[src/rtl/display_pkg.sv]
// Shared constants and the 7-segment decoder for the multi-digit display.
// Segment order is {g,f,e,d,c,b,a}, active-low.
package display_pkg;

    localparam logic [6:0] SEG_0     = 7'h40;
    localparam logic [6:0] SEG_1     = 7'h79;
    localparam logic [6:0] SEG_2     = 7'h24;
    localparam logic [6:0] SEG_3     = 7'h30;
    localparam logic [6:0] SEG_4     = 7'h19;
    localparam logic [6:0] SEG_5     = 7'h12;
    localparam logic [6:0] SEG_6     = 7'h02;
    localparam logic [6:0] SEG_7     = 7'h78;
    localparam logic [6:0] SEG_8     = 7'h00;
    localparam logic [6:0] SEG_9     = 7'h10;
    localparam logic [6:0] SEG_BLANK = 7'h7F;
    localparam logic [6:0] SEG_DASH  = 7'h3F;

    // BCD nibble to segment pattern; non-decimal nibbles stay dark.
    function automatic logic [6:0] seg_decode(input logic [3:0] nib);
        logic [6:0] pat;
        case (nib)
            4'd0:    pat = SEG_0;
            4'd1:    pat = SEG_1;
            4'd2:    pat = SEG_2;
            4'd3:    pat = SEG_3;
            4'd4:    pat = SEG_4;
            4'd5:    pat = SEG_5;
            4'd6:    pat = SEG_6;
            4'd7:    pat = SEG_7;
            4'd8:    pat = SEG_8;
            4'd9:    pat = SEG_9;
            default: pat = SEG_BLANK;
        endcase
        return pat;
    endfunction

endpackage

[src/rtl/multi_digit_display_bin2bcd_seq.sv]
// Sequential double-dabble converter: one input bit per cycle.
// done pulses for one cycle when bcd/ovf hold the final result.
module bin2bcd_seq #(
    parameter int VALUE_W    = 14,
    parameter int NUM_DIGITS = 4
) (
    input  logic                    clk,
    input  logic                    rst,
    input  logic                    start,
    input  logic [VALUE_W-1:0]      bin,
    output logic                    busy,
    output logic                    done,
    output logic [4*NUM_DIGITS-1:0] bcd,
    output logic                    ovf
);

    localparam int BW = 4 * NUM_DIGITS;
    localparam int CW = $clog2(VALUE_W + 1);

    logic              r_busy;
    logic              r_done;
    logic              r_ovf;
    logic [BW-1:0]     r_acc;
    logic [VALUE_W-1:0] r_bin;
    logic [CW-1:0]     r_cnt;
    logic [BW-1:0]     w_adj;

    // Add-3 correction applied to every nibble before the shift.
    generate
        for (genvar gi = 0; gi < NUM_DIGITS; gi++) begin : g_adj
            assign w_adj[gi*4 +: 4] = (r_acc[gi*4 +: 4] >= 4'd5) ?
                                      (r_acc[gi*4 +: 4] + 4'd3) : r_acc[gi*4 +: 4];
        end
    endgenerate

    // Capture on start, then shift one bit per cycle; a 1 leaving the top nibble is sticky overflow.
    always_ff @(posedge clk) begin
        if (rst) begin
            r_busy <= 1'b0;
            r_done <= 1'b0;
            r_ovf  <= 1'b0;
            r_acc  <= '0;
            r_bin  <= '0;
            r_cnt  <= '0;
        end else begin
            r_done <= 1'b0;
            if (!r_busy) begin
                if (start) begin
                    r_busy <= 1'b1;
                    r_bin  <= bin;
                    r_acc  <= '0;
                    r_ovf  <= 1'b0;
                    r_cnt  <= '0;
                end
            end else begin
                r_acc <= {w_adj[BW-2:0], r_bin[VALUE_W-1]};
                r_ovf <= r_ovf | w_adj[BW-1];
                r_bin <= r_bin << 1;
                r_cnt <= r_cnt + 1'b1;
                if (r_cnt == CW'(VALUE_W - 1)) begin
                    r_busy <= 1'b0;
                    r_done <= 1'b1;
                end
            end
        end
    end

    assign busy = r_busy;
    assign done = r_done;
    assign bcd  = r_acc;
    assign ovf  = r_ovf;

endmodule

[src/rtl/multi_digit_display.sv]
// Multi-digit common-anode 7-segment driver with load/busy handshake,
// sequential binary-to-BCD conversion, per-slot dead time and overflow dashes.
// Optional macro LEADING_ZERO_BLANK_EN blanks leading zero digits (digit 0 never).
import display_pkg::*;

module multi_digit_display #(
    parameter int NUM_DIGITS  = 4,
    parameter int VALUE_W     = 14,
    parameter int REFRESH_DIV = 25000,
    parameter int DEAD_CYC    = 16
) (
    input  logic                  clk,
    input  logic                  rst,
    input  logic [VALUE_W-1:0]    value,
    input  logic                  load,
    output logic                  busy,
    output logic                  overflow,
    output logic [6:0]            seg,
    output logic [NUM_DIGITS-1:0] an
);

    localparam int BW = 4 * NUM_DIGITS;
    localparam int SW = (REFRESH_DIV > 1) ? $clog2(REFRESH_DIV) : 1;
    localparam int IW = (NUM_DIGITS > 1) ? $clog2(NUM_DIGITS) : 1;

    logic                  r_busy;
    logic                  r_overflow;
    logic [BW-1:0]         r_disp;
    logic [SW-1:0]         r_slot;
    logic [IW-1:0]         r_idx;
    logic [6:0]            r_seg;
    logic [NUM_DIGITS-1:0] r_an;

    logic                  w_accept;
    logic                  w_eng_busy;
    logic                  w_eng_done;
    logic                  w_eng_ovf;
    logic [BW-1:0]         w_eng_bcd;
    logic [6:0]            w_digit_seg [NUM_DIGITS];

    assign w_accept = load & ~r_busy & ~w_eng_busy;

    bin2bcd_seq #(
        .VALUE_W    (VALUE_W),
        .NUM_DIGITS (NUM_DIGITS)
    ) u_bin2bcd (
        .clk   (clk),
        .rst   (rst),
        .start (w_accept),
        .bin   (value),
        .busy  (w_eng_busy),
        .done  (w_eng_done),
        .bcd   (w_eng_bcd),
        .ovf   (w_eng_ovf)
    );

    // Segment pattern each digit would show in its active window.
    generate
        for (genvar gi = 0; gi < NUM_DIGITS; gi++) begin : g_digit
            logic w_blank;
`ifdef LEADING_ZERO_BLANK_EN
            assign w_blank = (gi != 0) && (r_disp[BW-1:gi*4] == '0);
`else
            assign w_blank = 1'b0;
`endif
            assign w_digit_seg[gi] = r_overflow ? SEG_DASH :
                                     (w_blank ? SEG_BLANK : seg_decode(r_disp[gi*4 +: 4]));
        end
    endgenerate

    // Handshake: busy from acceptance until the result is committed; digits and overflow swap together.
    always_ff @(posedge clk) begin
        if (rst) begin
            r_busy     <= 1'b0;
            r_overflow <= 1'b0;
            r_disp     <= '0;
        end else if (w_accept) begin
            r_busy <= 1'b1;
        end else if (w_eng_done) begin
            r_busy     <= 1'b0;
            r_disp     <= w_eng_bcd;
            r_overflow <= w_eng_ovf;
        end
    end

    // Refresh timebase: slot counter wraps every REFRESH_DIV cycles and advances the digit index.
    always_ff @(posedge clk) begin
        if (rst) begin
            r_slot <= '0;
            r_idx  <= '0;
        end else if (r_slot == SW'(REFRESH_DIV - 1)) begin
            r_slot <= '0;
            r_idx  <= (r_idx == IW'(NUM_DIGITS - 1)) ? '0 : r_idx + 1'b1;
        end else begin
            r_slot <= r_slot + 1'b1;
        end
    end

    // Registered pin drive: dark during the dead window at the start of each slot.
    always_ff @(posedge clk) begin
        if (rst) begin
            r_an  <= '1;
            r_seg <= SEG_BLANK;
        end else if (r_slot < SW'(DEAD_CYC)) begin
            r_an  <= '1;
            r_seg <= SEG_BLANK;
        end else begin
            r_an  <= ~(NUM_DIGITS'(1) << r_idx);
            r_seg <= w_digit_seg[r_idx];
        end
    end

    assign busy     = r_busy;
    assign overflow = r_overflow;
    assign seg      = r_seg;
    assign an       = r_an;

endmodule

[config.mk]
export PLATFORM = sky130hd
export DESIGN_NAME = multi_digit_display
export DESIGN_NICKNAME = d
export VERILOG_FILES = /design/src/rtl/display_pkg.sv /design/src/rtl/multi_digit_display_bin2bcd_seq.sv /design/src/rtl/multi_digit_display.sv
export SDC_FILE = /design/constraint.sdc
export NUM_CORES = 1
export LEC_CHECK = 0
export CORE_ASPECT_RATIO = 1.75
export CORE_MARGIN = 4
export CORE_UTILIZATION = 55
export CTS_BUF_LIST = sky130_fd_sc_hd__clkbuf_8 sky130_fd_sc_hd__clkbuf_16
export CTS_CLUSTER_SIZE = 10
export DETAILED_ROUTE_END_ITERATION = 7
export PLACE_DENSITY = 0.8
export SYNTH_ARGS = -nofsm -noshare
export SYNTH_HDL_FRONTEND = slang
export SYNTH_SLANG_ARGS = --single-unit
[constraint.sdc]
create_clock -name clk -period 5.4 [get_ports clk]
set_input_delay 1.35 -clock clk [delete_from_list [all_inputs] [get_ports clk]]
set_output_delay 1.35 -clock clk [all_outputs]
set_load 0.01 [all_outputs]
==> results of run 1 <==
worst reg2reg max path, cell delays in order, from the launching register on:
cell and delay (ns):
dfxtp_1 0.65, inv_1 0.29, nor2_1 0.16, buf_4 0.23, nand2_1 0.10, a21oi_1 0.27
inv_1 0.13, ha_1 0.24, a21oi_1 0.15, nor3_1 0.06, a211oi_1 0.24, a32o_1 0.17
layer usage:
| layer | global-route usage, % | vias to the layer above | share of wire, % |
|---|---|---|---|
| met2 | 38.8 | 107 | 55 |
| li1 | - | 2088 | - |
| met5 | 0 | - | 0 |
| met1 | 20.7 | 1959 | 37 |
| met3 | 3.58 | 37 | 3.4 |
| met4 | 11.9 | 0 | 4.8 |
where the power goes:
| part | switching (mW) | internal [mW] | total (mW) |
|---|---|---|---|
| clock network | 0.287 | 0.417 | 0.704 |
| logic | 0.0520 | 0.0371 | 0.0890 |
| registers | 0.00935 | 0.830 | 0.839 |
| total | 0.348 | 1.28 | 1.63 |
layout by cell type (no fill, tap or decap), drive strengths merged, types with 10 or more instances in the layout:
| cell type | netlist | layout |
|---|---|---|
| xnor2 | 10 | 10 |
| nand3 | 14 | 14 |
| a21oi | 64 | 64 |
| ha | 35 | 35 |
| clkbuf | 18 | 10 |
| clkdlybuf4s50 | 0 | 28 |
| o211ai | 12 | 12 |
| nand2b | 16 | 16 |
| dfxtp | 111 | 111 |
| nor3 | 17 | 17 |
| mux2i | 19 | 19 |
| nand2 | 61 | 61 |
| inv | 30 | 31 |
| o21ai | 18 | 18 |
| xor2 | 11 | 11 |
| nor2 | 72 | 72 |
area by class of cell:
type / instances / area [um^2] / share of cell area, %
tap: 122 / 153 / 2.56
sequential: 111 / 2220 / 37.3
clock buffer: 10 / 239 / 4.01
multi-input combinational: 421 / 2800 / 47.0
inverter: 34 / 139 / 2.33
timing repair buffer: 34 / 323 / 5.42
clock inverter: 5 / 81.3 / 1.37
worst max-delay path by stage:
stage               start   end  slack (ns)  cells past startpoint
floorplan            load  flop        2.02                     13
finish               load  flop        1.73                     11
detailed placement   load  flop        1.44                     10
CTS                  load  flop        1.77                     11
global placement     load  flop        1.49                     11
global route         load  flop        1.52                     10
kinds of logic (layout without fill, tap and decap cells):
| family | count (synthesis) | count (layout) | share of synthesized area (%) |
|---|---|---|---|
| AO/OA/AOI/OAI | 136 | 136 | 16.7 |
| flip-flops | 111 | 111 | 41.8 |
| multiplexers | 26 | 26 | 6.54 |
| XOR/XNOR | 21 | 21 | 3.46 |
| AND/OR/NAND/NOR | 203 | 203 | 17.7 |
| adder cells (fa/ha/maj) | 35 | 35 | 8.23 |
| buffers and inverters | 65 | 83 | 5.67 |
==> impl_metrics.ini, run 1 <==
[critical_path]
r2r_slack_ns = 2.67
critPathBufInv = 2
cp_max_fo = 8
reg2reg_depth = 11
reg2reg_from = u_bin2bcd.done
end_kind = flop
cp.arrival_ns = 3.96
critPathKind = in -> reg
cpMaxStageDelayCell = clkdlybuf4s50_1
startpoint_type = input pin
cpMostUsedCell = a21oi_1
crit_path_max_incr_delay_ns = 0.58
crit_family = compound AO/OA/AOI/OAI gates
path_cells = clkdlybuf4s50_1, or3b_1, nand2_2, nand2_1, a21oi_1, inv_1, ha_1, a21oi_1, nor3_1, a211oi_1, a32o_1
critical_path_required_ns = 5.69

[global_route]
grt_pass1_vias = 4176
antenna_found_initial = 0
grt_pass1_wl_um = 18700
grt_max_degree = 42
grt-ovfl-total = 0
track_usage_pct = 21.0

[cells_and_area]
area.growth.synth_to_final_pct = 11.9
final_util_pct = 62.9
final_cell_area_mm2 = 0.00596
fin_cells = 737
fillers = 787
nets = 663
num_antenna_cells = 0
drive_above_1_share_pct = 6.83

[yosys]
synth_seq_cells = 111
syn_inst = 597
synth_ff_type = dfxtp_1
synth.most_common_cell = dfxtp_1
ys_types = 55
synth_nets = 649
syn_area_mm2 = 0.00532
async_reset_ff_share_pct = 0
synth.top_cell.area_share_pct = 41.8
yosysTopAreaCell = dfxtp_1
synth_common_cells = 111 x dfxtp_1, 72 x nor2_1, 62 x a21oi_1, 60 x nand2_1, 35 x ha_1
yosysWarnings = 0
synth-edff-count = 0
yosysSeqAreaShare_pct = 41.8
synthTopCellsByArea = dfxtp_1 42%, ha_1 8.2%, a21oi_1 5.8%
synth.avg_cell_area_um2 = 8.91

[power_and_ir_drop]
p_leak_nw = 2.20
fin_total_pwr_mw = 1.63
power_density_mw_per_mm2 = 274
ir_drop_mv = 0.187

[cts]
htree_levels = 3
clock-sinks = 111
clk_pin_slew_ns = 0.07
cts_hold_buf = 0
cts_buffers = 9
root_buffer = clkbuf_16
post_cts_resized = 0
cts_setup_buffers = 0
insertion_delay_ns = 0.35
cts.path.max_buffers = 2
cts_tree = yes

[placed_design]
post-place-cells = 722
pre_cts_ws_ns = 1.44
dpl_cell_area_mm2 = 0.00564
dp_hpwl_um = 8520
port-buffer-count = 29
place.gp.congestion = 0.890

[timing]
fin_setup_tns_ns = 0
slew_headroom_pct = 54.0
hold_viol = 0
tightest_slew_ns = 0.690
finalClockSkew_ns = 0.00899
setup_violations = 0
setup_slack_ns = 1.73
slew_viol_final = 0
finalCritPeriodShare_pct = 68.0
rsz0062_at_grt = false
hold-worst-slack_ns = 0.465
period_minus_slack_ns = 3.67
clock.fmax_ghz = 0.272

[detailed_routing]
firstDrtPassIters = 5
vias = 4191
drt_iter0_drc = 274
drc_errors = 0
wl_per_cell_um = 15.2
routed_wl_um = 11200
final_antenna_net_count = 0
via_per_inst = 5.69

[floorplanning]
floorplan.initialDensity_pct = 56.2
placementRows = 47
die_h_um = 138
chipWidth_um = 82.3
io_pins = 30
dieArea_mm2 = 0.0114
core_area_mm2 = 0.00947

[min_path]
holdPathEnd = overflow
holdPathStages = 2
min-delay-start = u_bin2bcd.ovf
hold_class = reg -> reg

[outcome]
status = finished, final reports clean

[flow_run]
cap_viol_max_count = 0
Power figures use the tool's default switching activity.
==> inputs of run 2 (changes only) <==
clock period = 3.6 ns   (was 5.4 ns; I/O delays follow)
==> run 2 against run 1 <==
  * Sequential share of layout area fell by 0.055 points
  * Flip-flop and latch count did not move
  * Power increased by 46%
  * Critical path depth down 1
  * Clock skew down 0.0019 ns
  * Largest power group unchanged
  * Critical path type unchanged
  * Die area unchanged
==> impl_metrics.ini, run 2 (synthesis results as in run 1) <==
[timing]
setup_slack_ns = 0.640
period_minus_slack_ns = 2.96
finalClockSkew_ns = 0.00707
slew_headroom_pct = 50.3
hold_viol = 0
fin_setup_tns_ns = 0
rsz0062_at_grt = false
tightest_slew_ns = 0.740
setup_violations = 0
clock.fmax_ghz = 0.338
finalCritPeriodShare_pct = 82.2
slew_viol_final = 0
hold-worst-slack_ns = 0.464

[detailed_routing]
wl_per_cell_um = 15.6
via_per_inst = 5.71
routed_wl_um = 11600
firstDrtPassIters = 4
final_antenna_net_count = 0
drc_errors = 0
drt_iter0_drc = 232
vias = 4242

[floorplanning]
placementRows = 47
io_pins = 30
core_area_mm2 = 0.00947
chipWidth_um = 82.3
floorplan.initialDensity_pct = 56.2
dieArea_mm2 = 0.0114
die_h_um = 138

[cts]
root_buffer = clkbuf_16
post_cts_resized = 0
clock-sinks = 111
cts_tree = yes
clk_pin_slew_ns = 0.07
htree_levels = 3
insertion_delay_ns = 0.35
cts.path.max_buffers = 2
cts_hold_buf = 0
cts_setup_buffers = 0
cts_buffers = 9

[power_and_ir_drop]
comb_power_share_pct = 5.8
p_leak_nw = 2.21
p_int_mw = 1.84
power.switching_uw = 537
p_clk_share_pct = 41.1
ir_drop_mv = 0.297
seq_power_share_pct = 53.1
switching_share_pct = 22.6
power_density_mw_per_mm2 = 398

[cells_and_area]
nets = 668
drive_above_1_share_pct = 7.41
area.growth.synth_to_final_pct = 12.1
final_cell_area_mm2 = 0.00596
fin_cells = 743
final_common_cell = dfxtp_1
num_antenna_cells = 0
mostFrequentLayoutCells = 111 x dfxtp_1, 72 x nor2_1, 62 x a21oi_1, 60 x nand2_1, 35 x ha_1

[global_route]
use_met1_pct = 21.2
grt-ovfl-total = 0
grtUsageMet2_pct = 39.4
antenna_found_initial = 0
track_usage_pct = 21.6
busiest_layer = met2
grtUsageMet3_pct = 3.32
grt_pass1_wl_um = 19200
grt_pass1_vias = 4262
grt_max_degree = 37

[outcome]
status = finished, final reports clean

[critical_path]
critical_path_required_ns = 3.88
end_kind = flop
cpMaxStageDelayCell = clkdlybuf4s50_1
cp_max_fo = 13
path_cells = clkdlybuf4s50_1, or3b_1, nand2_2, buf_4, nand2_1, a21oi_1, inv_1, ha_1, nand2b_1, a31oi_1
crit_path_max_incr_delay_ns = 0.58
critPathKind = in -> reg
crit_family = buffers and inverters
startpoint_type = input pin
r2r_slack_ns = 1.33
critPathBufInv = 3
cp.arrival_ns = 3.24

[placed_design]
dpl_cell_area_mm2 = 0.00567
pre_cts_ws_ns = 0.302
port-buffer-count = 29
post-place-cells = 727
place.gp.congestion = 0.851
dp_hpwl_um = 8690

[flow_run]
cap_viol_max_count = 0

[min_path]
hold_class = reg -> reg
run 2: worst register-to-register path: cells and delay by family (launching register included):
family,cells,cell delay (ns)
adder cells (fa/ha/maj),1,0.25
buffers and inverters,2,0.32
AND/OR/NAND/NOR,4,0.80
flip-flops,1,0.41
AO/OA/AOI/OAI,2,0.42
run 2: worst paths after layout:
path,from,to,depth (start not counted)
worst min register to register,r_slot[0],r_slot[0],1
worst max-delay path,load,flop,10
worst max register to register,busy,flop,9
worst min-delay path,r_slot[0],r_slot[0],1
run 2: power groups by stage:
stage / clock, mW / sequential, mW / combinational [mW]
after floorplan: 0 / 1.28 / 0.0953
after detailed placement: 0 / 1.29 / 0.138
final: 0.976 / 1.26 / 0.138
after global placement: 0 / 1.29 / 0.134
after global routing: 1.03 / 1.26 / 0.155
after CTS: 0.987 / 1.26 / 0.139
run 2: layout make-up:
type,count,area [um^2]
clock buffers,9,225
clock inverters,7,66.3
fillers,799,3500
inverters,34,139
multi-input cells,421,2800
flip-flops and latches,111,2220
well taps,122,153
repair buffers,39,360
run 2: routing by layer:
layer,wire length (um),up-vias
li1,-,2098
met1,4210,1993
met2,6290,106
met3,396,45
met4,697,0
met5,0,-
run 2: stage by stage:
stage          utilization, %  power, mW
2_1_floorplan               -       1.38
3_3_place_gp             59.9       1.42
3_5_place_dp             59.9       1.43
4_1_cts                  63.0       2.39
5_1_grt                  63.0       2.45
6_report                 63.0       2.37
==> inputs of run 3 (changes only) <==
CORE_UTILIZATION = 54   (was 55)
PLACE_DENSITY = 0.82   (was 0.8)
clock period = 2.4 ns   (was 3.6 ns; I/O delays follow)
==> run 3 against run 2 <==
  * Worst hold slack better by 0.0054 ns
  * Clock power grew 69%
  * Sequential power increased by 50%
  * Die area grew 1.7%
  * Via count rose by 6.2%
  * Design area up 8.4%
  * Register-to-register slack worse by 0.99 ns
  * Critical path depth is 3 higher
  * Final cell count increased by 6.6%
  * Sequential share of layout area fell by 2.9 points
==> impl_metrics.ini, run 3 (synthesis results as in run 1) <==
[cts]
cts_hold_buf = 0
clk_pin_slew_ns = 0.07
cts_buffers = 9
cts.path.max_buffers = 2
cts_tree = yes
root_buffer = clkbuf_16
htree_levels = 3
clock-sinks = 111
insertion_delay_ns = 0.35

[cells_and_area]
final_common_cell = dfxtp_1
fillers = 721
final_util_pct = 67.9
area.growth.synth_to_final_pct = 21.6
drive_above_1_share_pct = 16.6
nets = 717
seqCellArea_mm2 = 0.00222
mostFrequentLayoutCells = 111 x dfxtp_1, 71 x nor2_1, 58 x nand2_1, 56 x buf_4, 53 x a21oi_1
num_antenna_cells = 0
fin_cells = 792
multi_input_area_mm2 = 0.00287
final_cell_area_mm2 = 0.00647

[timing]
rsz0062_at_grt = false
finalClockSkew_ns = 0.00687
hold-worst-slack_ns = 0.469
slew_viol_final = 0
clock.fmax_ghz = 0.463
period_minus_slack_ns = 2.16
hold_viol = 0
setup_violations = 0
slew_headroom_pct = 60.1
tightest_slew_ns = 0.598
finalCritPeriodShare_pct = 89.9

[power_and_ir_drop]
fin_total_pwr_mw = 3.77
power_density_mw_per_mm2 = 584
p_leak_nw = 2.49
ir_drop_mv = 0.425

[critical_path]
cpMaxStageDelayCell = dlygate4sd2_1
cp_max_fo = 5
critical_path_required_ns = 2.70
startpoint_type = input pin
reg2reg_depth = 9
critPathKind = in -> reg
cpMostUsedCell = a21oi_2
r2r_slack_ns = 0.34
crit_path_max_incr_delay_ns = 0.26
cp.arrival_ns = 2.45
end_kind = flop
reg2reg_from = busy
path_cells = dlygate4sd2_1, buf_6, nor3b_4, nor2_4, buf_4, nand2_2, a21oi_2, inv_2, ha_4, a21oi_2, nor3_1, a211oi_1, a32o_1

[detailed_routing]
drt_iter0_drc = 261
drc_errors = 0
wl_per_cell_um = 16.1
routed_wl_um = 12700
vias = 4503
via_per_inst = 5.69
firstDrtPassIters = 4
final_antenna_net_count = 0

[global_route]
grt_pass1_wl_um = 21600
antenna_found_initial = 0
grt_max_degree = 35
track_usage_pct = 22.9
grt_pass1_vias = 4722
grt-ovfl-total = 0

[placed_design]
port-buffer-count = 29
post-place-cells = 773
place.gp.congestion = 0.917
dpl_cell_area_mm2 = 0.00606
dp_hpwl_um = 9390

[min_path]
holdPathEnd = r_slot[0]
min-delay-start = r_slot[0]
holdPathStages = 1
hold_class = reg -> reg

[floorplanning]
core_area_mm2 = 0.00953
dieArea_mm2 = 0.0116
placementRows = 47
floorplan.initialDensity_pct = 55.8
io_pins = 30
die_h_um = 139
chipWidth_um = 83.0

[outcome]
status = finished, final reports clean

[flow_run]
cap_viol_max_count = 0
==> run 3: changes by cell type in the layout (fill, tap and decap cells not counted), sizes merged <==
cell	previous run	this run
clkdlybuf4s50	28	27
clkbuf	9	11
bufinv	1	2
clkinv	6	4
clkinvlp	2	1
dlygate4sd2	0	1
buf	11	60
==> run 3: report_power, final <==
group	switching [mW]	internal [mW]
logic	0.134	0.105
clock network	0.677	0.972
registers	0.0194	1.87
==> run 3: worst max-delay path, delay by kind of cell <==
kind | cells | cell delay, ns
compound gates | 4 | 0.64
simple gates | 4 | 0.42
buf+inv | 4 | 0.64
fa+ha+maj | 1 | 0.17
==> run 3: through the flow <==
| stage | setup WS, ns | TNS, ns |
|---|---|---|
| floorplan | 0.00101 | 0 |
| global placement | -0.448 | -8.69 |
| detailed placement | -0.528 | -10.42 |
| CTS | 0.248 | 0 |
| global route | 0.00793 | 0 |
| finish | 0.242 | 0 |
==> run 3: worst max-delay path by stage <==
stage,to,startpoint,slack (ns)
floorplan,flop,load,0.001
global placement,flop,load,-0.45
detailed placement,flop,load,-0.53
CTS,flop,load,0.25
global route,flop,load,0.008
finish,flop,load,0.24
==> run 3: final cells by class <==
cell class                 count  share of cell area (%)
clock buffer                  11                    3.91
clock inverter                 5                    1.24
inverter                      34                    2.15
multi-input combinational    421                    44.3
sequential                   111                    34.4
tap                          122                    2.36
timing repair buffer          88                    11.7
==> run 3: metal layers <==
layer	up-vias	wire length, um	part of all wire, %	global-route usage [%]
met5	-	0	0	0
met4	0	815	6.4	16.8
met3	48	445	3.5	3.55
met2	120	6790	53	42.3
met1	2142	4680	37	22.6
li1	2193	-	-	-
==> run 3: repair_timing <==
| action | 4_1_cts | 5_1_grt |
|---|---|---|
| resized for setup | 17 | 0 |
| hold endpoints to repair | 0 | 0 |
| buffers inserted | 3 | 0 |
| endpoints found under the setup margin | 21 | 0 |
